`config.mk`:
```
export PLATFORM = sky130hd
export DESIGN_NAME = graphics_draw_ctrl
export DESIGN_NICKNAME = d
export VERILOG_FILES = /design/src/rtl/graphics_draw_ctrl.sv
export SDC_FILE = /design/constraint.sdc
export NUM_CORES = 1
export LEC_CHECK = 0
export ABC_AREA = 1
export BUFFER_PORTS_ARGS = -buffer_cell sky130_fd_sc_hd__buf_2
export CAP_MARGIN = 40
export CELL_PAD_IN_SITES_DETAIL_PLACEMENT = 1
export CELL_PAD_IN_SITES_GLOBAL_PLACEMENT = 1
export CORE_MARGIN = 2
export CORE_UTILIZATION = 32
export DETAILED_ROUTE_END_ITERATION = 8
export PLACE_DENSITY = 0.83
export SLEW_MARGIN = 20
export SYNTH_ARGS = -nofsm -noshare
export SYNTH_HDL_FRONTEND = slang
export SYNTH_SLANG_ARGS = --single-unit
```
`constraint.sdc`:
```
create_clock -name clock -period 1.8 [get_ports clock]
set_clock_uncertainty 0.2 [all_clocks]
set_input_delay 0.36 -clock clock [delete_from_list [all_inputs] [get_ports clock]]
set_output_delay 0.36 -clock clock [all_outputs]
set_load 0.01 [all_outputs]
```
`src/rtl/graphics_draw_ctrl.sv`:
```
`default_nettype none
// ============================================================================
// Module      : graphics_draw_ctrl
// Description : Round-robin draw controller that sequences the graphics
//               datapath to plot one 8x8 square per granted command.
// Revision    : 1.0 - initial release
// ============================================================================
module graphics_draw_ctrl #(
    parameter int PIXELS = 64,
    parameter int CNT_W  = 6
) (
    input  logic       clock,
    input  logic       resetn,
    input  logic       req0,
    input  logic [7:0] x0,
    input  logic [6:0] y0,
    input  logic [2:0] colour0,
    input  logic       flash0,
    input  logic       req1,
    input  logic [7:0] x1,
    input  logic [6:0] y1,
    input  logic [2:0] colour1,
    input  logic       flash1,
    output logic       done0,
    output logic       done1,
    output logic       busy,
    output logic       dp_load,
    output logic       dp_enable,
    output logic       dp_flash,
    output logic [7:0] dp_x,
    output logic [7:0] dp_y,
    output logic [2:0] dp_colour,
    output logic       plot
);

    localparam logic [1:0] ST_IDLE = 2'd0;
    localparam logic [1:0] ST_LOAD = 2'd1;
    localparam logic [1:0] ST_DRAW = 2'd2;
    localparam logic [1:0] ST_DONE = 2'd3;

    localparam logic [CNT_W-1:0] LAST_PIXEL = CNT_W'(PIXELS - 1);

    logic [1:0]       r_state;
    logic [1:0]       w_next_state;
    logic [CNT_W-1:0] r_count;
    logic             r_last_grant;
    logic             r_grant;
    logic [7:0]       r_x;
    logic [6:0]       r_y;
    logic [2:0]       r_colour;
    logic             r_flash;
    logic             w_grant;

    // On a tie the requester that did not win last time is served.
    assign w_grant = (req0 & req1) ? ~r_last_grant : req1;

    always_comb begin
        w_next_state = r_state;
        case (r_state)
            ST_IDLE: if (req0 | req1) w_next_state = ST_LOAD;
            ST_LOAD: w_next_state = ST_DRAW;
            ST_DRAW: if (r_count == LAST_PIXEL) w_next_state = ST_DONE;
            default: w_next_state = ST_IDLE;
        endcase
    end

    always_ff @(posedge clock) begin
        if (!resetn) begin
            r_state      <= ST_IDLE;
            r_count      <= '0;
            r_last_grant <= 1'b1;
            r_grant      <= 1'b0;
            r_x          <= '0;
            r_y          <= '0;
            r_colour     <= '0;
            r_flash      <= 1'b0;
        end else begin
            r_state <= w_next_state;
            case (r_state)
                ST_IDLE: begin
                    if (req0 | req1) begin
                        r_grant      <= w_grant;
                        r_last_grant <= w_grant;
                        r_x          <= w_grant ? x1      : x0;
                        r_y          <= w_grant ? y1      : y0;
                        r_colour     <= w_grant ? colour1 : colour0;
                        r_flash      <= w_grant ? flash1  : flash0;
                    end
                end
                ST_LOAD: r_count <= '0;
                ST_DRAW: r_count <= r_count + 1'b1;
                default: r_count <= r_count;
            endcase
        end
    end

    // Every output is decoded from state or the captured command only.
    assign busy      = (r_state != ST_IDLE);
    assign dp_load   = (r_state == ST_LOAD);
    assign dp_enable = (r_state == ST_LOAD) || (r_state == ST_DRAW);
    assign dp_flash  = (r_state == ST_LOAD) && r_flash;
    assign plot      = (r_state == ST_DRAW);
    assign done0     = (r_state == ST_DONE) && !r_grant;
    assign done1     = (r_state == ST_DONE) &&  r_grant;
    assign dp_x      = r_x;
    assign dp_y      = {1'b0, r_y};
    assign dp_colour = r_colour;

endmodule
`default_nettype wire

```
==> Yosys cells after proc, flatten, opt, wreduce, memory -nomap -nowiden <==
Cells that the tools add are included.
{ "word_totals": {"reg_bits": 29, "output_inout_bits": 26} }
{ "classes": {"n_addsub": 1, "eq_ne": 6, "mux": 9, "bitwise": 3, "reduce_logical": 10} }
{ "op_table": {"columns": ["op", "n"], "rows": [
  ["$pmux 6 s2", 1],
  ["$mux 8", 1],
  ["$mux 7", 1],
  ["$add 6x1->6 const B", 1],
  ["$eq 6x6->1 const B", 1],
  ["$pmux 2 s3", 1],
  ["$eq 2x2->1 const B", 2],
  ["$mux 2", 2],
  ["$reduce_and 2->1", 2],
  ["$reduce_bool 2->1", 2],
  ["$logic_and 1x1->1", 3],
  ["$mux 3", 1],
  ["$eq 2x1->1 const B", 1],
  ["$logic_not 2->1", 1],
  ["$mux 1", 2],
  ["$ne 2x1->1 const B", 1],
  ["$ne 2x2->1 const B", 1],
  ["$and 1x1->1", 1],
  ["$logic_not 1->1", 1],
  ["$logic_or 1x1->1", 1],
  ["$not 1->1", 1],
  ["$or 1x1->1", 1]
]} }

==> Depth between registers and ports, before layout <==
Gate-level depths: netlist of run 1.
{ "logic_depth": {"word_depth": 3, "ltp_mapped": 8} }

==> Worst setup path after synthesis of run 1 <==
No wires, ideal clock.
{ "synth_path": {"path_type": "register to register", "start": "register r_state[1]", "end": "register r_count[5]", "setup_time_ns": 0.064, "arrival_time_ns": 1.325, "required_time_ns": 1.536, "slack_ns": 0.211, "stages_incl_launch_ff": 9, "n_path_buf": 0, "synth_period_minus_slack_ns": 1.589, "path_cell_list": "dfxtp_1 > inv_1 > ha_1 > nand2_1 > nor2_1 > nand2_1 > o21ai_0 > nand2_1 > nor2_1"} }
{ "synth_via": {"elab_chain_len": 2, "word_cells_on_any_way": 4, "classes_between": "eq/ne (2); mux (1); reduce/logical (1)"} }
{ "synth_rtl": {"columns": ["element", "line_no", "text"], "rows": [
  ["from (decl)", "43", "logic [1:0] r_state;"],
  ["from (signal assigned)", "78", "r_state <= w_next_state;"],
  ["$eq 2x2->1 or $eq 2x1->1 (tied branches)", "79", "case (r_state)"],
  ["$pmux 6 s2 or $reduce_bool 2->1 (tied branches)", null, null],
  ["to (signal assigned)", "91", "ST_DRAW: r_count <= r_count + 1'b1;"],
  ["to (signal assigned)", "92", "default: r_count <= r_count;"],
  ["to (decl)", "45", "logic [CNT_W-1:0] r_count;"]
]} }
Parallel ways exist; a longest one is shown, timed or not.
A chain may end at the register's enable or synchronous reset.

==> Worst setup path in the final report of run 1 <==
{ "layout_path": {"start": "register r_state[1]", "end": "output port dp_enable"} }
{ "layout_via": {"elab_chain_len": 2, "word_cells_on_any_way": 3, "classes_between": "eq/ne (2); reduce/logical (1)"} }
{ "layout_rtl": {"columns": ["element", "line_no", "text"], "rows": [
  ["$eq 2x1->1 or $eq 2x2->1 (tied branches)", "100", "assign dp_enable = (r_state == ST_LOAD) || (r_state == ST_DRAW);"],
  ["$logic_or 1x1->1 (*)", "100", null],
  ["to (decl)", "28", "output logic dp_enable,"]
]} }
Mark *: on every way between the ends. The rest lies on a longest branch, timed or not.

==> flow_metrics.tcl, run 1 <==
set metrics [dict create \
    die-width_um 73.5 \
    top_level_ports 68 \
    ys_warn_count 0 \
    remaining_drc_errors 0 \
    antenna_found_initial 0 \
    area_growth_pct 30.5 \
    max_freq_mhz 574 \
    hpwlAfterDp_um 3070 \
    synth_area_sq_um 1540 \
    path_max_fanout 6 \
    synth_top_cell_area_share_pct 37.6 \
    cts_tree "done" \
    start_util_pct 32.9 \
    critPathArrivalTime_ps 1180 \
    globalRoute.totalOverflow 0 \
    num_rows 25 \
    drt_iter0_drc 42 \
    postCtsHoldBufs 0 \
    syn_inst 220 \
    cts_sinks 29 \
    worstPathRequired_ps 1240 \
    drive_gt1_share_pct 33.4 \
    wl_met3_um 175 \
    seq_power_share_pct 34.3 \
    wl_per_cell_um 11.9 \
    grt_pass1_wl_um 6670 \
    synth_seq_cells 29 \
    grtUsageTotal_pct 16.0 \
    outcome "finished, final reports clean" \
    met1_length_um 1750 \
    drt-total-wl_um 4070 \
    min_path_type "in -> reg" \
    start_kind "flip-flop" \
    numPortBuffers 66 \
    clock-root-buffer "clkbuf_8" \
    routed.top_layer "met4" \
    switching_share_pct 40.6 \
    vdd_drop_max_mv 0.532 \
    maxSlewViolCount 0 \
    fin_area_sq_um 2010 \
    viasPerCell 4.59 \
    p_leak_uw 0.00109 \
    syn-num-nets 267 \
    p_int_uw 1670 \
    endpoint_kind "output pin" \
    ys_seq_area_share_pct 37.6 \
    utilization_pct 42.9 \
    gp_congestion 0.723 \
    clockBufferDepth 2 \
    final_common_cell "buf_2" \
    yosysTopAreaCell "dfxtp_1" \
    ant_nets 0 \
    grt_max_degree 39 \
    cellPowerDensity_nw_per_um2 1400 \
    core_region_area_sq_um 4690 \
    finalCritPeriodShare_pct 96.8 \
    pwr-share-clk_pct 18.0 \
    cts_resized 1 \
    clock_latency_ps 270 \
    htreeDepth 2 \
    worstSetupPathType "reg -> out" \
    finalSetupTns_ps 0 \
    postCtsSetupBuffers 0 \
    rsz0062_at_grt "false" \
    layout_common_cells "66 x buf_2, 45 x inv_1, 34 x nand2_1, 30 x o21ai_0, 28 x dfxtp_1" \
    drtPass1Iterations 2 \
    clk_pin_slew_ps 60 \
    cts_made_buffers 5 \
    die_area_sq_um 5400 \
    final-setup-viol-count 0 \
    wl_met2_um 2040 \
    comb_power_share_pct 47.7 \
    avgSynthCellArea_sq_um 7.02 \
    synthTopCellsByArea "dfxtp_1 38%, inv_1 11%, o21ai_0 9.7%, nand2_1 8.3%, a21oi_2 6.2%" \
    hold_violations 0 \
    diodes 0 \
    via_count 1564 \
    dpl_cell_area_sq_um 1920 \
    grt_pass1_vias 1517 \
    final_nets 333 \
    chipHeight_um 73.5 \
    drv_cap 0 \
    synth_cell_types 25 \
    fin_crit_ps 1740 \
    switching_power_uw 1140 \
]
-- worst max-delay path, stage by stage, from the launching register on --
cell and delay (ps):
dfxtp_2 360, inv_1 100, ha_4 310, buf_2 130
-- logic make-up (layout without fill, tap and decap cells) --
logic type | after synthesis | after routing | share of synthesized area, %
flip-flops | 29 | 29 | 37.6
adder cells (fa/ha/maj) | 5 | 5 | 4.05
buffers and inverters | 63 | 130 | 17.6
other | 1 | 1 | 0.243
AO/OA/AOI/OAI | 68 | 68 | 26.5
AND/OR/NAND/NOR | 54 | 54 | 14.0
-- power groups by stage --
stage	registers (uW)	clock network, uW	logic (uW)
after floorplan	1030	0	818
after global placement	963	0	1260
after detailed placement	977	0	1300
after CTS	965	524	1360
after global routing	990	551	1520
final	965	507	1340
-- Yosys cell counts --
master    instances
o21bai_1          1
a21oi_1          13
ha_1              5
o21ai_1           8
clkinv_1          3
clkbuf_1          2
nand3_1           4
nand2_1          34
a21boi_0          1
buf_6             1
o21ai_0          30
buf_4             3
buf_2             3
a21oi_4           1
buf_8             1
nor3b_1           1
conb_1            1
o21ai_2           3
clkbuf_2          1
dfxtp_1          29
a21oi_2          11
inv_2             3
nor3_1            4
nor2_1           11
inv_1            46
-- metal layers --
metal  up-vias  global-route usage (%)
li1        810                       -
met1       709                    17.6
met2        38                    28.5
met3         7                    3.02
met4         0                    9.29
met5         -                       0
-- final cells by class --
cell class / count / area [sq um]
tap: 54 / 67.6
fill: 639 / 2680
clock buffer: 8 / 80.1
sequential: 29 / 582
multi-input combinational: 128 / 704
inverter: 52 / 195
timing repair buffer: 70 / 385
-- path summary, 6_finish.rpt --
check                from      endpoint  slack, ps  cells past startpoint
max            r_state[1]     dp_enable         60                      3
min                 x1[6]       dp_x[6]        130                      3
max reg2reg    r_state[1]    r_count[5]        150                      8
min reg2reg  r_last_grant  r_last_grant        290                      2
-- flip-flops by register name, summed over array words and instances, names as in the netlist --
register,count
dp_colour,3
dp_x,8
r_count,6
r_flash,1
r_grant,1
r_last_grant,1
r_state,2
r_y,7
-- through the flow --
step           hold slack (ps)  cells  worst slack (ps)  total power (uW)
6_report                   131    341              57.4              2810
5_1_grt                    138    341              11.4              3060
4_1_cts                    126    341              22.4              2850
3_5_place_dp               271    333              67.5              2280
3_3_place_gp               265    333               182              2220
2_1_floorplan              248    220               211              1840
No activity file was read; power rests on OpenSTA's default activity.
==> run 2, diff against run 1 <==
--- a/config.mk
+++ b/config.mk
@@ -10,10 +10,10 @@
 export CAP_MARGIN = 40
 export CELL_PAD_IN_SITES_DETAIL_PLACEMENT = 1
 export CELL_PAD_IN_SITES_GLOBAL_PLACEMENT = 1
-export CORE_MARGIN = 2
-export CORE_UTILIZATION = 32
+export CORE_MARGIN = 8
+export CORE_UTILIZATION = 34
 export DETAILED_ROUTE_END_ITERATION = 8
-export PLACE_DENSITY = 0.83
+export PLACE_DENSITY = 0.88
 export SLEW_MARGIN = 20
 export SYNTH_ARGS = -nofsm -noshare
 export SYNTH_HDL_FRONTEND = slang
==> constraint.sdc (replaced) <==
create_clock -name clock -period 2.1 [get_ports clock]
set_clock_uncertainty 0.2 [all_clocks]
set_input_delay 0.42 -clock clock [delete_from_list [all_inputs] [get_ports clock]]
set_output_delay 0.42 -clock clock [all_outputs]
set_load 0.01 [all_outputs]
==> flow_metrics.tcl, run 2 (synthesis gave the netlist of run 1 again) <==
set metrics [dict create \
    outcome "finished, final reports clean" \
    num_rows 24 \
    die-width_um 83.4 \
    final_nets 333 \
    ant_nets 0 \
    die_area_sq_um 6950 \
    max_stage_delay_ps 390 \
    layout_common_cells "66 x buf_2, 46 x inv_1, 34 x nand2_1, 30 x o21ai_0, 29 x dfxtp_1" \
    postCtsHoldBufs 0 \
    start_kind "flip-flop" \
    cts_sinks 29 \
    endpoint_kind "output pin" \
    p_leak_uw 0.00109 \
    hpwlAfterDp_um 3360 \
    final_common_cell "buf_2" \
    cp_slowest_cell "dfxtp_1" \
    clk_pin_slew_ps 60 \
    numPortBuffers 66 \
    final-setup-viol-count 0 \
    drive_gt1_share_pct 33.4 \
    fin_crit_ps 1930 \
    grtUsageTotal_pct 13.4 \
    cp_cell_sequence "inv_1 -> ha_1 -> buf_2" \
    reg2reg_depth 7 \
    gp_congestion 0.754 \
    cts_resized 0 \
    globalRoute.totalOverflow 0 \
    dp_cells 331 \
    diodes 0 \
    rsz0062_at_grt "false" \
    max_freq_mhz 519 \
    fin_cells 339 \
    cts_tree "done" \
    htreeDepth 2 \
    utilization_pct 45.8 \
    critPathBufInv 2 \
    critPathLaunch "r_state[1]" \
    clockBufferDepth 2 \
    grt_max_degree 25 \
    clock_latency_ps 280 \
    cellPowerDensity_nw_per_um2 1200 \
    routed.top_layer "met4" \
    finalSetupTns_ps 0 \
    met1_length_um 1900 \
    vdd_drop_max_mv 0.498 \
    core_region_area_sq_um 4350 \
    pre_cts_ws_ps 370 \
    whs_ps 191 \
    via_count 1560 \
    hold_path_startpoint "colour1[2]" \
    r2r_slack_ps 340 \
    drtPass1Iterations 3 \
    maxSlewViolCount 0 \
    viasPerCell 4.60 \
    min_path_type "in -> reg" \
    chipHeight_um 83.4 \
    worstPathRequired_ps 1480 \
    start_util_pct 35.5 \
    postCtsSetupBuffers 0 \
    largest_reg_flops 8 \
    remaining_drc_errors 0 \
    clock-root-buffer "clkbuf_8" \
    finalCritPeriodShare_pct 91.8 \
    grt_pass1_wl_um 7850 \
    cts_made_buffers 5 \
    fin_ws_ps 172 \
    path_max_fanout 6 \
    worstSetupPathType "reg -> out" \
    grt_pass1_vias 1708 \
    regToRegEndpoint "r_count[4]" \
    crit_end "dp_enable" \
    crit_cells 3 \
    drt-total-wl_um 4370 \
    drv_cap 0 \
    critPathTopFamily "flip-flops" \
    wl_met3_um 235 \
    r2r-start "r_state[1]" \
    wl_per_cell_um 12.9 \
    area_growth_pct 29.2 \
    drt_iter0_drc 67 \
    whs_path_depth 3 \
    hold_violations 0 \
    top_level_ports 68 \
    antenna_found_initial 0 \
    wl_met2_um 2160 \
    critPathArrivalTime_ps 1310 \
]
run 2: cell types whose count changed in the layout (fill, tap and decap cells not counted), moves of 2 or more:
cell,previous run,this run
clkbuf_8,5,7
buf_4,2,4
buf_12,2,0
clkbuf_1,3,0
run 2: power by group:
| group | switching [uW] | internal, uW |
|---|---|---|
| registers | 95.2 | 723 |
| clock network | 216 | 296 |
| logic | 664 | 410 |
| total | 975 | 1430 |
run 2: worst min-delay path by stage:
| stage | endpoint | slack [ps] |
|---|---|---|
| floorplan | r_last_grant | 250 |
| global placement | r_last_grant | 280 |
| detailed placement | r_last_grant | 290 |
| CTS | dp_colour[2] | 180 |
| global route | dp_colour[2] | 190 |
| finish | dp_colour[2] | 190 |
run 2: metrics by stage:
| step | area, sq um | total power, uW |
|---|---|---|
| 6_report | 1990 | 2400 |
| 5_1_grt | 1990 | 2640 |
| 3_3_place_gp | 1890 | 1880 |
| 4_1_cts | 1990 | 2450 |
| 2_1_floorplan | 1540 | 1580 |
| 3_5_place_dp | 1890 | 1920 |
run 2: area by class of cell:
class	count	area, sq um
fill	587	2360
multi-input combinational	128	692
sequential	29	581
timing repair buffer	70	360
inverter	52	195
clock buffer	7	96.3
tap	52	65.1
clock inverter	1	5.00
run 2: layer usage:
| metal | vias to the layer above | track usage (%) |
|---|---|---|
| met5 | - | 0 |
| li1 | 808 | - |
| met2 | 36 | 23.5 |
| met3 | 5 | 4.69 |
| met4 | 0 | 5.75 |
| met1 | 711 | 14.0 |
run 2: worst min-delay path: stages:
cell and delay, ps:
buf_2 90, nand2_1 50, a21oi_1 50
==> run 3, diff against run 2 <==
==> constraint.sdc (replaced) <==
create_clock -name clock -period 2.1 [get_ports clock]
set_clock_uncertainty 0.2 [all_clocks]
set_input_delay 0.105 -clock clock [delete_from_list [all_inputs] [get_ports clock]]
set_output_delay 0.105 -clock clock [all_outputs]
set_load 0.01 [all_outputs]
==> flow_metrics.tcl, run 3 (synthesis gave the netlist of run 1 again) <==
set metrics [dict create \
    outcome "finished, final reports clean" \
    largest_reg_flops 8 \
    chipHeight_um 83.4 \
    globalRoute.totalOverflow 0 \
    min_path_type "in -> reg" \
    cellPowerDensity_nw_per_um2 1140 \
    cp_cell_sequence "inv_1 -> ha_1 -> inv_1 -> nor2_1 -> nand2_1 -> nor2_1 -> nor3_1" \
    finalSetupTns_ps 0 \
    fin_crit_ps 1770 \
    drv_cap 0 \
    hpwlAfterDp_um 3490 \
    worstPathRequired_ps 2070 \
    grt_max_degree 25 \
    layout_common_cells "66 x buf_2, 46 x inv_1, 35 x dlygate4sd3_1, 34 x nand2_1, 30 x o21ai_0" \
    viasPerCell 4.73 \
    clockBufferDepth 2 \
    die_area_sq_um 6950 \
    r2r_slack_ps 330 \
    postCtsSetupBuffers 0 \
    start_util_pct 35.5 \
    fin_cells 374 \
    final_common_cell "buf_2" \
    grt_pass1_vias 2015 \
    max_freq_mhz 564 \
    top_level_ports 68 \
    numPortBuffers 66 \
    pre_cts_ws_ps 407 \
    maxSlewViolCount 0 \
    drive_gt1_share_pct 29.8 \
    holdPathEnd "dp_x[5]" \
    worstSetupPathType "reg -> reg" \
    endpoint_kind "flip-flop" \
    drtPass1Iterations 4 \
    core_region_area_sq_um 4350 \
    reg2reg_depth 7 \
    cp_slowest_cell "dfxtp_1" \
    grt_pass1_wl_um 9780 \
    final-setup-viol-count 0 \
    switching_share_pct 39.4 \
    regToRegEndpoint "r_count[4]" \
    clk_pin_slew_ps 70 \
    critPathLaunch "r_state[1]" \
    path_max_fanout 6 \
    whs_path_depth 5 \
    max_stage_delay_ps 390 \
    num_rows 24 \
    start_kind "flip-flop" \
    hold_violations 0 \
    cts_made_buffers 5 \
    clock-root-buffer "clkbuf_8" \
    drt_iter0_drc 58 \
    p_leak_uw 0.00125 \
    p_int_uw 1650 \
    htreeDepth 2 \
    r2r-start "r_state[1]" \
    critPathArrivalTime_ps 1750 \
    comb_power_share_pct 43.5 \
    area_growth_pct 54.0 \
    power_uw 2720 \
    switching_power_uw 1070 \
    seq_power_share_pct 30.3 \
    diodes 0 \
    fin_ws_ps 327 \
    pwr-share-clk_pct 26.2 \
    antenna_found_initial 0 \
    remaining_drc_errors 0 \
    via_count 1768 \
    final_nets 368 \
    die-width_um 83.4 \
    cts_sinks 29 \
    finalCritPeriodShare_pct 84.4 \
    rsz0062_at_grt "false" \
    cts_tree "done" \
    vdd_drop_max_mv 0.621 \
    drt-total-wl_um 5750 \
    grtUsageTotal_pct 16.9 \
    clock_latency_ps 290 \
    dp_cells 331 \
    hold_path_startpoint "x0[5]" \
    ant_nets 0 \
    gp_congestion 0.752 \
    wl_per_cell_um 15.4 \
]
## run 3: area by class of cell
type / instances / area (sq um)
Fill cell: 555 / 1980
Timing Repair Buffer: 105 / 711
Multi-Input combinational cell: 128 / 692
Sequential cell: 29 / 581
Inverter: 52 / 195
Clock buffer: 5 / 68.8
Clock inverter: 3 / 65.1
Tap cell: 52 / 65.1
## run 3: power by group through the flow
stage	registers [uW]	clock network, uW	logic [uW]
final	825	713	1180
after global routing	848	743	1320
after CTS	821	719	1160
after detailed placement	831	0	1090
after global placement	825	0	1050
after floorplan	879	0	701
## run 3: how the worst max path moves through the flow
stage,endpoint,slack [ps],cells after the start
after detailed placement,r_count[5],410,8
after floorplan,r_count[5],510,8
after global placement,r_y[0],460,8
after CTS,r_count[4],350,7
final,r_count[4],330,7
after global routing,r_count[4],210,7
## run 3: through the flow
stage | area (sq um) | util [%] | hold slack (ps)
4_1_cts | 2380 | 54.6 | 0.871
6_report | 2380 | 54.6 | 16.9
5_1_grt | 2380 | 54.6 | 50.2
3_3_place_gp | 1890 | 43.5 | 162
3_5_place_dp | 1890 | 43.5 | 168
2_1_floorplan | 1540 | - | 43.4
## run 3: metal layers
layer	track usage, %	vias up	wire, um
met4	6.71	0	128
met1	16.4	828	2280
li1	-	880	-
met2	32.2	48	3040
met5	0	-	0
met3	5.08	12	300
## run 3: worst max-delay path, delay by kind of cell, from the launching register on
family	cells	cell delay, ps
flip-flops	1	390
AND/OR/NAND/NOR	4	460
adder cells (fa/ha/maj)	1	380
buffers and inverters	2	220
## run 3: timing repair
action | 4_1_cts | 5_1_grt
resized for setup | 0 | 0
endpoints found under the hold margin | 19 | 0
hold buffers | 35 | 0
